$ cat src/rtl/board_draw_sched.sv
// rtl/board_draw_sched.sv - sequences the tile plotter over the 8x8 Othello board
// Define CURSOR_OVERLAY_EN to overlay the cursor outline tile on the cursor cell.
module board_draw_sched #(
    parameter int         TILE = 12,
    parameter logic [7:0] X0   = 8'd16,
    parameter logic [6:0] Y0   = 7'd12
) (
    input  logic       clock,
    input  logic       resetn,
    input  logic       redraw_req,
    input  logic       cell_req,
    input  logic [2:0] cell_row,
    input  logic [2:0] cell_col,
    input  logic [2:0] cursor_row,
    input  logic [2:0] cursor_col,
    output logic [5:0] board_addr,
    input  logic [1:0] board_data,
    output logic       tile_start,
    output logic [7:0] tile_x,
    output logic [6:0] tile_y,
    output logic [1:0] tile_select,
    input  logic       tile_done,
    output logic       busy,
    output logic       frame_done
);
    localparam logic [7:0] TILE8 = 8'(TILE);

    typedef enum logic [2:0] {
        S_IDLE     = 3'd0,
        S_FETCH    = 3'd1,
        S_DATA     = 3'd2,
        S_START    = 3'd3,
        S_WAIT     = 3'd4,
        S_NEXT     = 3'd5
`ifdef CURSOR_OVERLAY_EN
        ,
        S_OVL      = 3'd6,
        S_OVL_WAIT = 3'd7
`endif
    } state_t;

    state_t     r_state;
    state_t     w_next_state;
    logic       r_pend_full;
    logic       r_pend_cell;
    logic [2:0] r_cap_row;
    logic [2:0] r_cap_col;
    logic [2:0] r_row;
    logic [2:0] r_col;
    logic       r_full_job;
    logic [7:0] r_x;
    logic [6:0] r_y;
    logic [1:0] r_sel;

    logic       w_accept_full;
    logic       w_accept_cell;
    logic       w_last;
    logic [7:0] w_col_px;
    logic [7:0] w_row_px;
    logic [7:0] w_x;
    logic [7:0] w_y_sum;
    logic [1:0] w_sel_map;
    logic       w_unused_bits;

    // Full redraw outranks a cell update and makes the pending cell redundant.
    assign w_accept_full = (r_state == S_IDLE) && r_pend_full;
    assign w_accept_cell = (r_state == S_IDLE) && !r_pend_full && r_pend_cell;
    assign w_last        = r_full_job ? ({r_row, r_col} == 6'h3f) : 1'b1;

    assign w_col_px = {5'd0, r_col} * TILE8;
    assign w_row_px = {5'd0, r_row} * TILE8;
    assign w_x      = X0 + w_col_px;
    assign w_y_sum  = {1'b0, Y0} + w_row_px;
    assign w_unused_bits = w_y_sum[7] ^ (^{cursor_row, cursor_col});

    always_comb begin
        w_sel_map = 2'd0;
        case (board_data)
            2'b01:   w_sel_map = 2'd2;
            2'b10:   w_sel_map = 2'd3;
            default: w_sel_map = 2'd0;
        endcase
    end

    always_ff @(posedge clock or negedge resetn) begin
        if (!resetn) begin
            r_state     <= S_IDLE;
            r_pend_full <= 1'b0;
            r_pend_cell <= 1'b0;
            r_cap_row   <= 3'd0;
            r_cap_col   <= 3'd0;
            r_row       <= 3'd0;
            r_col       <= 3'd0;
            r_full_job  <= 1'b0;
            r_x         <= 8'd0;
            r_y         <= 7'd0;
            r_sel       <= 2'd0;
        end else begin
            r_state     <= w_next_state;
            r_pend_full <= (r_pend_full & ~w_accept_full) | redraw_req;
            r_pend_cell <= (r_pend_cell & ~(w_accept_full | w_accept_cell)) | cell_req;
            if (cell_req) begin
                r_cap_row <= cell_row;
                r_cap_col <= cell_col;
            end
            if (w_accept_full) begin
                r_full_job <= 1'b1;
                r_row      <= 3'd0;
                r_col      <= 3'd0;
            end else if (w_accept_cell) begin
                r_full_job <= 1'b0;
                r_row      <= r_cap_row;
                r_col      <= r_cap_col;
            end else if (r_state == S_NEXT && !w_last) begin
                {r_row, r_col} <= {r_row, r_col} + 6'd1;
            end
            if (r_state == S_DATA) begin
                r_x   <= w_x;
                r_y   <= w_y_sum[6:0];
                r_sel <= w_sel_map;
            end
        end
    end

    always_comb begin
        w_next_state = r_state;
        tile_start   = 1'b0;
        frame_done   = 1'b0;
        case (r_state)
            S_IDLE:  if (r_pend_full || r_pend_cell) w_next_state = S_FETCH;
            S_FETCH: w_next_state = S_DATA;
            S_DATA:  w_next_state = S_START;
            S_START: begin
                tile_start   = 1'b1;
                w_next_state = S_WAIT;
            end
            S_WAIT: begin
                if (tile_done) begin
`ifdef CURSOR_OVERLAY_EN
                    if ({r_row, r_col} == {cursor_row, cursor_col})
                        w_next_state = S_OVL;
                    else
                        w_next_state = S_NEXT;
`else
                    w_next_state = S_NEXT;
`endif
                end
            end
`ifdef CURSOR_OVERLAY_EN
            S_OVL: begin
                tile_start   = 1'b1;
                w_next_state = S_OVL_WAIT;
            end
            S_OVL_WAIT: if (tile_done) w_next_state = S_NEXT;
`endif
            S_NEXT: begin
                if (w_last) begin
                    frame_done   = 1'b1;
                    w_next_state = S_IDLE;
                end else begin
                    w_next_state = S_FETCH;
                end
            end
            default: w_next_state = S_IDLE;
        endcase
    end

    always_comb begin
        tile_select = r_sel;
`ifdef CURSOR_OVERLAY_EN
        if (r_state == S_OVL || r_state == S_OVL_WAIT) tile_select = 2'd1;
`endif
    end

    assign board_addr = {r_row, r_col};
    assign tile_x     = r_x;
    assign tile_y     = r_y;
    assign busy       = (r_state != S_IDLE);

endmodule

$ cat config.mk
export PLATFORM = sky130hd
export DESIGN_NAME = board_draw_sched
export DESIGN_NICKNAME = d
export VERILOG_FILES = /design/src/rtl/board_draw_sched.sv
export SDC_FILE = /design/constraint.sdc
export NUM_CORES = 1
export LEC_CHECK = 0
export ABC_CLOCK_PERIOD_IN_PS = 2300
export CAP_MARGIN = 25
export CORE_MARGIN = 2
export CORE_UTILIZATION = 35
export DETAILED_ROUTE_END_ITERATION = 10
export PLACE_DENSITY = 0.66
export SLEW_MARGIN = 30
export SYNTH_ARGS = -nofsm -noshare
export SYNTH_HDL_FRONTEND = slang
export SYNTH_SLANG_ARGS = --single-unit
$ cat constraint.sdc
create_clock -name clock -period 2.3 [get_ports clock]
set_clock_uncertainty 0.15 [all_clocks]
set_input_delay 0.23 -clock clock [delete_from_list [all_inputs] [get_ports clock]]
set_output_delay 0.23 -clock clock [all_outputs]
set_load 0.005 [all_outputs]
==> flow_metrics.tcl, run 1 <==
set metrics [dict create \
    core_um2 4720 \
    swShare_pct 36.1 \
    slew_headroom_pct 58.7 \
    reg2reg_to "r_row[2]$_DFFE_PN0P_" \
    cts_tree "done" \
    synth_seq_cells 31 \
    ioPinCount 45 \
    drt_iter0_markers 25 \
    status "finished, final reports clean" \
    avgSynthCellArea_um2 10.7 \
    yosys-top-cells-area "dfrtp_1, ha_1, mux2_2, nand2_1, fa_1" \
    grt_pass1_wl_mm 5.19 \
    hold_path.class "in2async" \
    startpoint "r_col[1]$_DFFE_PN0P_" \
    crit_slowest_cell "clkdlybuf4s50_1" \
    yosys-top-cells-count "dfrtp_1, nand2_1, inv_1" \
    cp.required_ns 1.92 \
    drc 0 \
    wl_mm 3.09 \
    path_max_fanout 5 \
    numPortBuffers 34 \
    power.switching_mw 0.904 \
    post-place-cells 263 \
    synth_top_area_share_pct 45.0 \
    worst-setup-path-type "reg2out" \
    grt_setup_unrepaired "no" \
    power_frac_clock_pct 16.7 \
    grt_max_degree 32 \
    setup_violations 0 \
    syn-cell-area_um2 1730 \
    regToRegSetupSlack_ns 0.19 \
    ys_seq_area_share_pct 45.0 \
    yosys_warnings 0 \
    globalplace.congestion 0.735 \
    synth_cell_type_count 41 \
    die-width_um 74.2 \
    die-area_um2 5510 \
    p_int_mw 1.60 \
    cts_hold_buf 0 \
    dr.pass1.iters 4 \
    die_h_um 74.2 \
    final_cell_area_um2 2230 \
    worstMarginPinSlew_ns 0.614 \
    place_hpwl_mm 2.25 \
    combPwrFrac_pct 45.9 \
    drive_above_1_share_pct 14.7 \
    arrival_ns 1.79 \
    crit_path_cell_trace "ha_1 -> nand4_1 -> a21oi_1 -> clkdlybuf4s50_1" \
    synth-edff-count 0 \
    vias_per_cell 4.57 \
    numCtsBuffers 5 \
    min_period_ns 2.17 \
    end_kind "primary output" \
    final_nets 235 \
    cts-root-buf "clkbuf_8" \
    synth_most_common_cell "dfrtp_1" \
    fin_setup_tns_ns 0 \
    period_share_pct 94.3 \
    area_delta_synth_final_pct 29.0 \
    reg2reg_depth 5 \
    rows 25 \
    finalMaxSlewViolations 0 \
    grt_usage_pct 12.7 \
    async_reset_ff_share_pct 100 \
    grt_pass1_vias 1094 \
    worstSetupStartpointType "register" \
    stdcell_count 271 \
    clk_path_buf_depth 2 \
    grt_antenna_before_repair 0 \
    cpPeakStageDelay_ns 0.52 \
    cp_top_family "buffers and inverters" \
    wl_per_cell_um 11.4 \
    finalHoldViolations 0 \
    start_util_pct 36.5 \
    cp_num_buf_inv 1 \
    postSynthCellCount 162 \
    cellPowerDensity_nw_per_um2 1130 \
    place_area_um2 2140 \
    synth_top_area_cell "dfrtp_1" \
    clock_sinks 31 \
    postLayoutCoreUtil_pct 47.1 \
    ant_nets 0 \
    vdd_drop_max_v 0.000529 \
    vias 1238 \
    fmax_ghz 0.461 \
    pwr-share-seq_pct 37.5 \
    cts_setup_buffers 0 \
    antenna_cells 0 \
    grt-ovfl-total 0 \
    cap_violations 0 \
    clkLatencyLatePin_ns 0.29 \
    h-tree-depth 2 \
    synthFlopType "dfrtp_1" \
    cts_resized 0 \
    p_leak_nw 0.967 \
    rr_startpoint "r_col[0]$_DFFE_PN0P_" \
    clkTransAtPathRegs_ns 0.07 \
]
sequential cells by signal (all words and copies together), names as in the netlist:
| register | cells |
|---|---|
| tile_select | 2 |
| r_state | 3 |
| r_cap_row | 3 |
| r_full_job | 1 |
| r_row | 3 |
| r_pend_cell | 1 |
| tile_x | 6 |
| r_pend_full | 1 |
| r_col | 3 |
| r_cap_col | 3 |
| tile_y | 5 |
kinds of logic after synthesis:
logic type | synth area share [%]
simple gates | 13.8
flops | 45.0
compound gates | 11.2
buf+inv | 8.12
fa+ha+maj | 10.7
mux | 6.45
xor+xnor | 4.57
other cells | 0.217
through the flow:
stage / setup WS [ns] / power (mW) / hold slack (ns)
6_report: 0.130 / 2.50 / 0.197
5_1_grt: 0.0144 / 2.74 / 0.236
4_1_cts: 0.0809 / 2.55 / 0.207
3_5_place_dp: 0.179 / 2.12 / 0.316
3_3_place_gp: 0.214 / 2.10 / 0.310
2_1_floorplan: 0.216 / 1.63 / -0.216
cells in the final DEF (no fill, tap or decap), drive strengths merged, types with 2 or more instances in the layout:
cell / count
clkdlybuf4s50: 34
dfrtp: 31
nand2: 19
inv: 12
o21ai: 10
ha: 10
buf: 10
mux2: 9
nor2: 8
xnor2: 6
clkbuf: 6
nand3: 4
o211ai: 4
conb: 4
a21oi: 3
a21o: 3
xor2: 3
fa: 3
nor2b: 2
a22o: 2
o311ai: 2
cell type report:
cell class                      count  area, µm²
Tap cell                           67       83.8
Sequential cell                    31        776
Clock inverter                      2       12.5
Inverter                           12       45.0
Timing Repair Buffer               44        415
Clock buffer                        6       72.6
Multi-Input combinational cell    109        821
Fill cell                         456       2500
power by group through the flow:
| stage | clock (mW) | combinational [mW] | sequential [mW] |
|---|---|---|---|
| final | 0.417 | 1.15 | 0.939 |
| after global routing | 0.462 | 1.30 | 0.977 |
| after CTS | 0.436 | 1.17 | 0.943 |
| after detailed placement | 0 | 1.17 | 0.953 |
| after global placement | 0 | 1.15 | 0.947 |
| after floorplan | 0 | 0.720 | 0.906 |
layer usage:
metal | vias to the layer above | global-route usage (%) | part of all wire (%)
met4 | 0 | 4.76 | 1.7
li1 | 628 | - | -
met1 | 574 | 16.8 | 48
met3 | 6 | 5.28 | 6.1
met5 | - | 0 | 0
met2 | 30 | 18.8 | 44
how the worst max path moves through the flow:
| stage | to | slack (ns) | depth (start not counted) |
|---|---|---|---|
| after detailed placement | r_row[2]$_DFFE_PN0P_ | 0.18 | 5 |
| after global routing | r_row[2]$_DFFE_PN0P_ | 0.01 | 5 |
| after floorplan | r_row[2]$_DFFE_PN0P_ | 0.22 | 6 |
| after global placement | r_row[2]$_DFFE_PN0P_ | 0.21 | 5 |
| final | frame_done | 0.13 | 4 |
| after CTS | frame_done | 0.08 | 4 |
worst register-to-register path: cells and delay by family (launching register included):
family          cells  cell delay, ns
simple gates        2            0.67
compound gates      2            0.52
flops               1            0.38
fa+ha+maj           1            0.26
No activity file was read; power rests on OpenSTA's default activity.
==> run 2, diff against run 1 <==
ABC_CLOCK_PERIOD_IN_PS = 2600   (was 2300)
clock period = 2.6 ns   (was 2.3 ns; I/O delays follow)
==> run 2 against run 1 <==
  * Register-to-register slack improved by 0.16 ns
  * Count of clock-buffer cells in the layout rose by 2
  * Sequential power fell by 7.1%
  * Routed wire length rose by 1.7%
  * Global-route usage rose by 0.081 points
  * Final cell count fell by 2.6%
  * Largest power group unchanged
  * Worst setup slack improved by 0.080 ns
  * Critical endpoint unchanged
  * Via count fell by 0.32%
  * Utilization fell by 0.79 points
==> flow_metrics.tcl, run 2 (synthesized netlist as in run 1, its figures left out) <==
set metrics [dict create \
    status "finished, final reports clean" \
    p_leak_nw 0.942 \
    vias_per_cell 4.67 \
    cts-root-buf "clkbuf_8" \
    cts_tree "done" \
    pwr-share-seq_pct 39.6 \
    combPwrFrac_pct 41.5 \
    finalMaxSlewViolations 0 \
    clock_sinks 31 \
    vias 1234 \
    reg2reg_to "r_row[2]$_DFFE_PN0P_" \
    grtUsageMet2_pct 20.0 \
    cp_num_buf_inv 1 \
    clkLatencyLatePin_ns 0.28 \
    globalplace.congestion 0.750 \
    slew_headroom_pct 55.0 \
    ant_nets 0 \
    end_kind "primary output" \
    path_max_fanout 6 \
    use_met1_pct 16.7 \
    worstSetupStartpointType "register" \
    dr.pass1.iters 4 \
    drt_iter0_markers 37 \
    power.switching_mw 0.783 \
    finalHoldViolations 0 \
    grt_antenna_before_repair 0 \
    grt_pass1_vias 1181 \
    crit_slowest_cell "clkdlybuf4s50_1" \
    setup_violations 0 \
    largest_reg_flops 6 \
    grt_usage_pct 12.8 \
    grt_pass1_wl_mm 5.35 \
    clk_path_buf_depth 2 \
    cp_top_family "buffers and inverters" \
    crit_path_cell_trace "ha_1 -> nand4_1 -> a21oi_1 -> clkdlybuf4s50_1" \
    cts_setup_buffers 0 \
    fillers 454 \
    die_h_um 74.2 \
    cp.required_ns 2.19 \
    mostFrequentLayoutCells "clkdlybuf4s50_1, dfrtp_1, nand2_1" \
    wl_mm 3.14 \
    cts_hold_buf 0 \
    die-area_um2 5510 \
    post-place-cells 256 \
    p_int_mw 1.42 \
    worst-setup-path-type "reg2out" \
    area_delta_synth_final_pct 26.8 \
    drive_above_1_share_pct 11.7 \
    arrival_ns 1.98 \
    ioPinCount 45 \
    power_frac_clock_pct 18.9 \
    cts_resized 0 \
    start_util_pct 36.5 \
    numCtsBuffers 5 \
    swShare_pct 35.6 \
    grt-ovfl-total 0 \
    cap_violations 0 \
    cpPeakStageDelay_ns 0.52 \
    wl_per_cell_um 11.9 \
    fmax_ghz 0.418 \
    worstMarginPinSlew_ns 0.668 \
    h-tree-depth 2 \
    use_met3_pct 3.79 \
    final_nets 228 \
    final_common_cell "clkdlybuf4s50_1" \
    cellPowerDensity_nw_per_um2 1010 \
    stdcell_count 264 \
    drc 0 \
    rows 25 \
    rr_startpoint "r_col[0]$_DFFE_PN0P_" \
    core_um2 4720 \
    antenna_cells 0 \
    busiest_layer "met2" \
    min_period_ns 2.39 \
    grt_max_degree 32 \
    hold_path.class "in2async" \
    period_share_pct 91.9 \
    fin_setup_tns_ns 0 \
    numPortBuffers 34 \
    reg2reg_depth 5 \
    grt_setup_unrepaired "no" \
    regToRegSetupSlack_ns 0.35 \
    vdd_drop_max_v 0.000363 \
    die-width_um 74.2 \
    place_hpwl_mm 2.28 \
    clkTransAtPathRegs_ns 0.06 \
]
-- run 2: cell types whose count changed in the layout (fill, tap and decap cells not counted) --
cell	delta
buf_4	-7
clkbuf_8	+2
clkinv_2	-1
clkinvlp_4	-1
-- run 2: final cells by class --
cell class                 instances  area (µm²)  share of cell area, %
clock buffer                       8         100                   4.57
tap                               67        83.8                   3.83
inverter                          12        45.0                   2.06
timing repair buffer              37         363                   16.6
multi-input combinational        109         821                   37.5
sequential                        31         776                   35.4
-- run 2: per-stage QoR --
stage          total power [mW]  hold WS, ns  setup WS, ns  cell area [µm²]  utilization [%]
2_1_floorplan              1.44       -0.186         0.516             1740                -
3_3_place_gp               1.79        0.310         0.365             2090             44.2
3_5_place_dp               1.82        0.320         0.340             2090             44.2
4_1_cts                    2.24        0.241         0.179             2190             46.3
5_1_grt                    2.40        0.274         0.107             2190             46.3
6_report                   2.20        0.227         0.210             2190             46.3
-- run 2: worst max path at each step --
stage                              start              endpoint  slack [ns]  cells after the start
finish              r_col[0]$_DFFE_PN0P_            frame_done        0.21                      4
global route        r_col[0]$_DFFE_PN0P_            frame_done        0.11                      4
CTS                 r_col[0]$_DFFE_PN0P_            frame_done        0.18                      4
detailed placement  r_col[0]$_DFFE_PN0P_  r_row[2]$_DFFE_PN0P_        0.34                      5
global placement    r_col[0]$_DFFE_PN0P_  r_row[2]$_DFFE_PN0P_        0.37                      5
floorplan           r_col[1]$_DFFE_PN0P_  r_row[2]$_DFFE_PN0P_        0.52                      6
-- run 2: power groups by stage --
| stage | registers, mW | logic (mW) | clock network [mW] |
|---|---|---|---|
| 2_1_floorplan | 0.802 | 0.637 | 0 |
| 3_3_place_gp | 0.876 | 0.915 | 0 |
| 3_5_place_dp | 0.884 | 0.933 | 0 |
| 4_1_cts | 0.877 | 0.935 | 0.430 |
| 5_1_grt | 0.908 | 1.04 | 0.451 |
| 6_report | 0.872 | 0.914 | 0.415 |
-- run 2: per-layer routing --
metal	part of all wire (%)	wire [µm]
met2	46	1460
met1	47	1470
met3	4.9	155
met5	0	0
met4	1.8	57
-- run 2: worst register-to-register path: stages, from the launching register on --
cell and delay (ns):
dfrtp_1 0.46, ha_1 0.31, nand4_1 0.19, or3b_1 0.51, o311ai_0 0.36, o311ai_1 0.15
==> run 3, diff against run 2 <==
==> constraint.sdc (replaced) <==
create_clock -name clock -period 2.6 [get_ports clock]
set_clock_uncertainty 0.15 [all_clocks]
set_input_delay 0.65 -clock clock [delete_from_list [all_inputs] [get_ports clock]]
set_output_delay 0.65 -clock clock [all_outputs]
set_load 0.005 [all_outputs]
==> run 3 against run 2 <==
  * Register-to-register slack better by 0.06 ns
  * Highest routed layer unchanged
  * Critical endpoint unchanged
  * Final area is 2.9% higher
  * Critical path depth is the same
  * Final cell count increased by 3.0%
  * Global-route usage grew 0.78 points
  * Routed wire length is 4.3% higher
  * Utilization is 1.4 points higher
  * Non-clock buffer count is 8 higher
==> flow_metrics.tcl, run 3 (synthesized netlist as in run 1, its figures left out) <==
set metrics [dict create \
    status "finished, final reports clean" \
    die-width_um 74.2 \
    cellPowerDensity_nw_per_um2 1010 \
    p_leak_nw 0.979 \
    worst-setup-path-type "reg2out" \
    hold-worst-slack_ns 0.325 \
    stdcell_count 272 \
    area_delta_synth_final_pct 30.5 \
    h-tree-depth 2 \
    finalMaxSlewViolations 0 \
    busiest_layer "met2" \
    grt_max_degree 32 \
    grt-ovfl-total 0 \
    die-area_um2 5510 \
    use_met1_pct 17.0 \
    wl_mm 3.28 \
    period_share_pct 95.3 \
    cts_tree "done" \
    dr.pass1.iters 4 \
    setup_violations 0 \
    multi_input_area_um2 823 \
    core_um2 4720 \
    post-place-cells 262 \
    wl_per_cell_um 12.1 \
    drt_iter0_markers 37 \
    grtUsageMet2_pct 22.0 \
    vias 1244 \
    final_nets 236 \
    numPortBuffers 34 \
    cap_violations 0 \
    final_common_cell "clkdlybuf4s50_1" \
    grt_pass1_vias 1217 \
    grt_pass1_wl_mm 5.57 \
    area.sequential_um2 777 \
    cts-root-buf "clkbuf_8" \
    path_max_fanout 3 \
    pre_cts_ws_ns 0.204 \
    use_met3_pct 5.15 \
    numCtsBuffers 5 \
    end_kind "primary output" \
    arrival_ns 1.68 \
    ant_nets 0 \
    vdd_drop_max_v 0.000342 \
    clkTransAtPathRegs_ns 0.07 \
    die_h_um 74.2 \
    finalHoldViolations 0 \
    place_hpwl_mm 2.36 \
    hold_path.class "reg2reg" \
    globalplace.congestion 0.812 \
    grt_usage_pct 13.6 \
    vias_per_cell 4.57 \
    fmax_ghz 0.403 \
    start_util_pct 36.5 \
    worstMarginPinSlew_ns 0.645 \
    clk_path_buf_depth 2 \
    min_period_ns 2.48 \
    worstSetupStartpointType "register" \
    slew_headroom_pct 56.6 \
    fin_ws_ns 0.122 \
    rows 25 \
    clkLatencyLatePin_ns 0.28 \
    drc 0 \
    cp.required_ns 1.80 \
    largest_reg_flops 6 \
    antenna_cells 0 \
    ioPinCount 45 \
    p_total_mw 2.27 \
    mostFrequentLayoutCells "clkdlybuf4s50_1, dfrtp_1, nand2_1" \
    fillers 449 \
    clock_sinks 31 \
    grt_antenna_before_repair 0 \
    regToRegSetupSlack_ns 0.41 \
    fin_setup_tns_ns 0 \
    drive_above_1_share_pct 16.1 \
    grt_setup_unrepaired "no" \
]
## run 3: changes by cell type in the layout (fill, tap and decap cells not counted), sizes merged
cell,change
buf,+8
## run 3: final cells by class
class / count / area share, %
multi-input combinational: 109 / 36.6
sequential: 31 / 34.5
timing repair buffer: 45 / 18.8
clock buffer: 8 / 4.44
tap: 67 / 3.72
inverter: 12 / 2.00
## run 3: worst max-delay path: stages (launching register included)
cell,delay (ns)
dfrtp_2,0.37
ha_2,0.21
nand4_1,0.12
a21oi_1,0.19
clkdlybuf4s50_1,0.51
## run 3: path summary, 6_finish.rpt
| check | depth (start not counted) | from | end |
|---|---|---|---|
| max | 4 | r_row[1]$_DFFE_PN0P_ | frame_done |
| min in group asynchronous | 2 | resetn | tile_y[3]$_DFFE_PN0P_ |
| min reg2reg | 2 | tile_y[5]$_DFFE_PN0P_ | tile_y[5]$_DFFE_PN0P_ |
| max reg2reg | 6 | r_col[0]$_DFFE_PN0P_ | r_row[2]$_DFFE_PN0P_ |
| min | 2 | tile_y[5]$_DFFE_PN0P_ | tile_y[5]$_DFFE_PN0P_ |
| max in group asynchronous | 2 | resetn | r_row[1]$_DFFE_PN0P_ |
## run 3: what timing repair did
action                                  CTS  global route
gates resized for setup                   1             1
buffers inserted                          1             1
hold buffers                              0             0
pin swaps                                 1             0
endpoints found under the setup margin    1             1
## run 3: report_power, final
group	internal (mW)	switching [mW]	total [mW]
clock network	0.241	0.177	0.419
logic	0.579	0.460	1.04
registers	0.652	0.161	0.813
## run 3: per-stage QoR
step | util, % | cell area, µm²
after floorplan | - | 1740
after global placement | 45.2 | 2130
after detailed placement | 45.2 | 2130
after CTS | 47.5 | 2240
after global routing | 47.7 | 2250
final | 47.7 | 2250
## run 3: metal layers
| layer | up-vias | part of all wire, % |
|---|---|---|
| li1 | 621 | - |
| met4 | 0 | 1.2 |
| met2 | 30 | 48 |
| met5 | - | 0 |
| met3 | 4 | 5.3 |
| met1 | 589 | 45 |
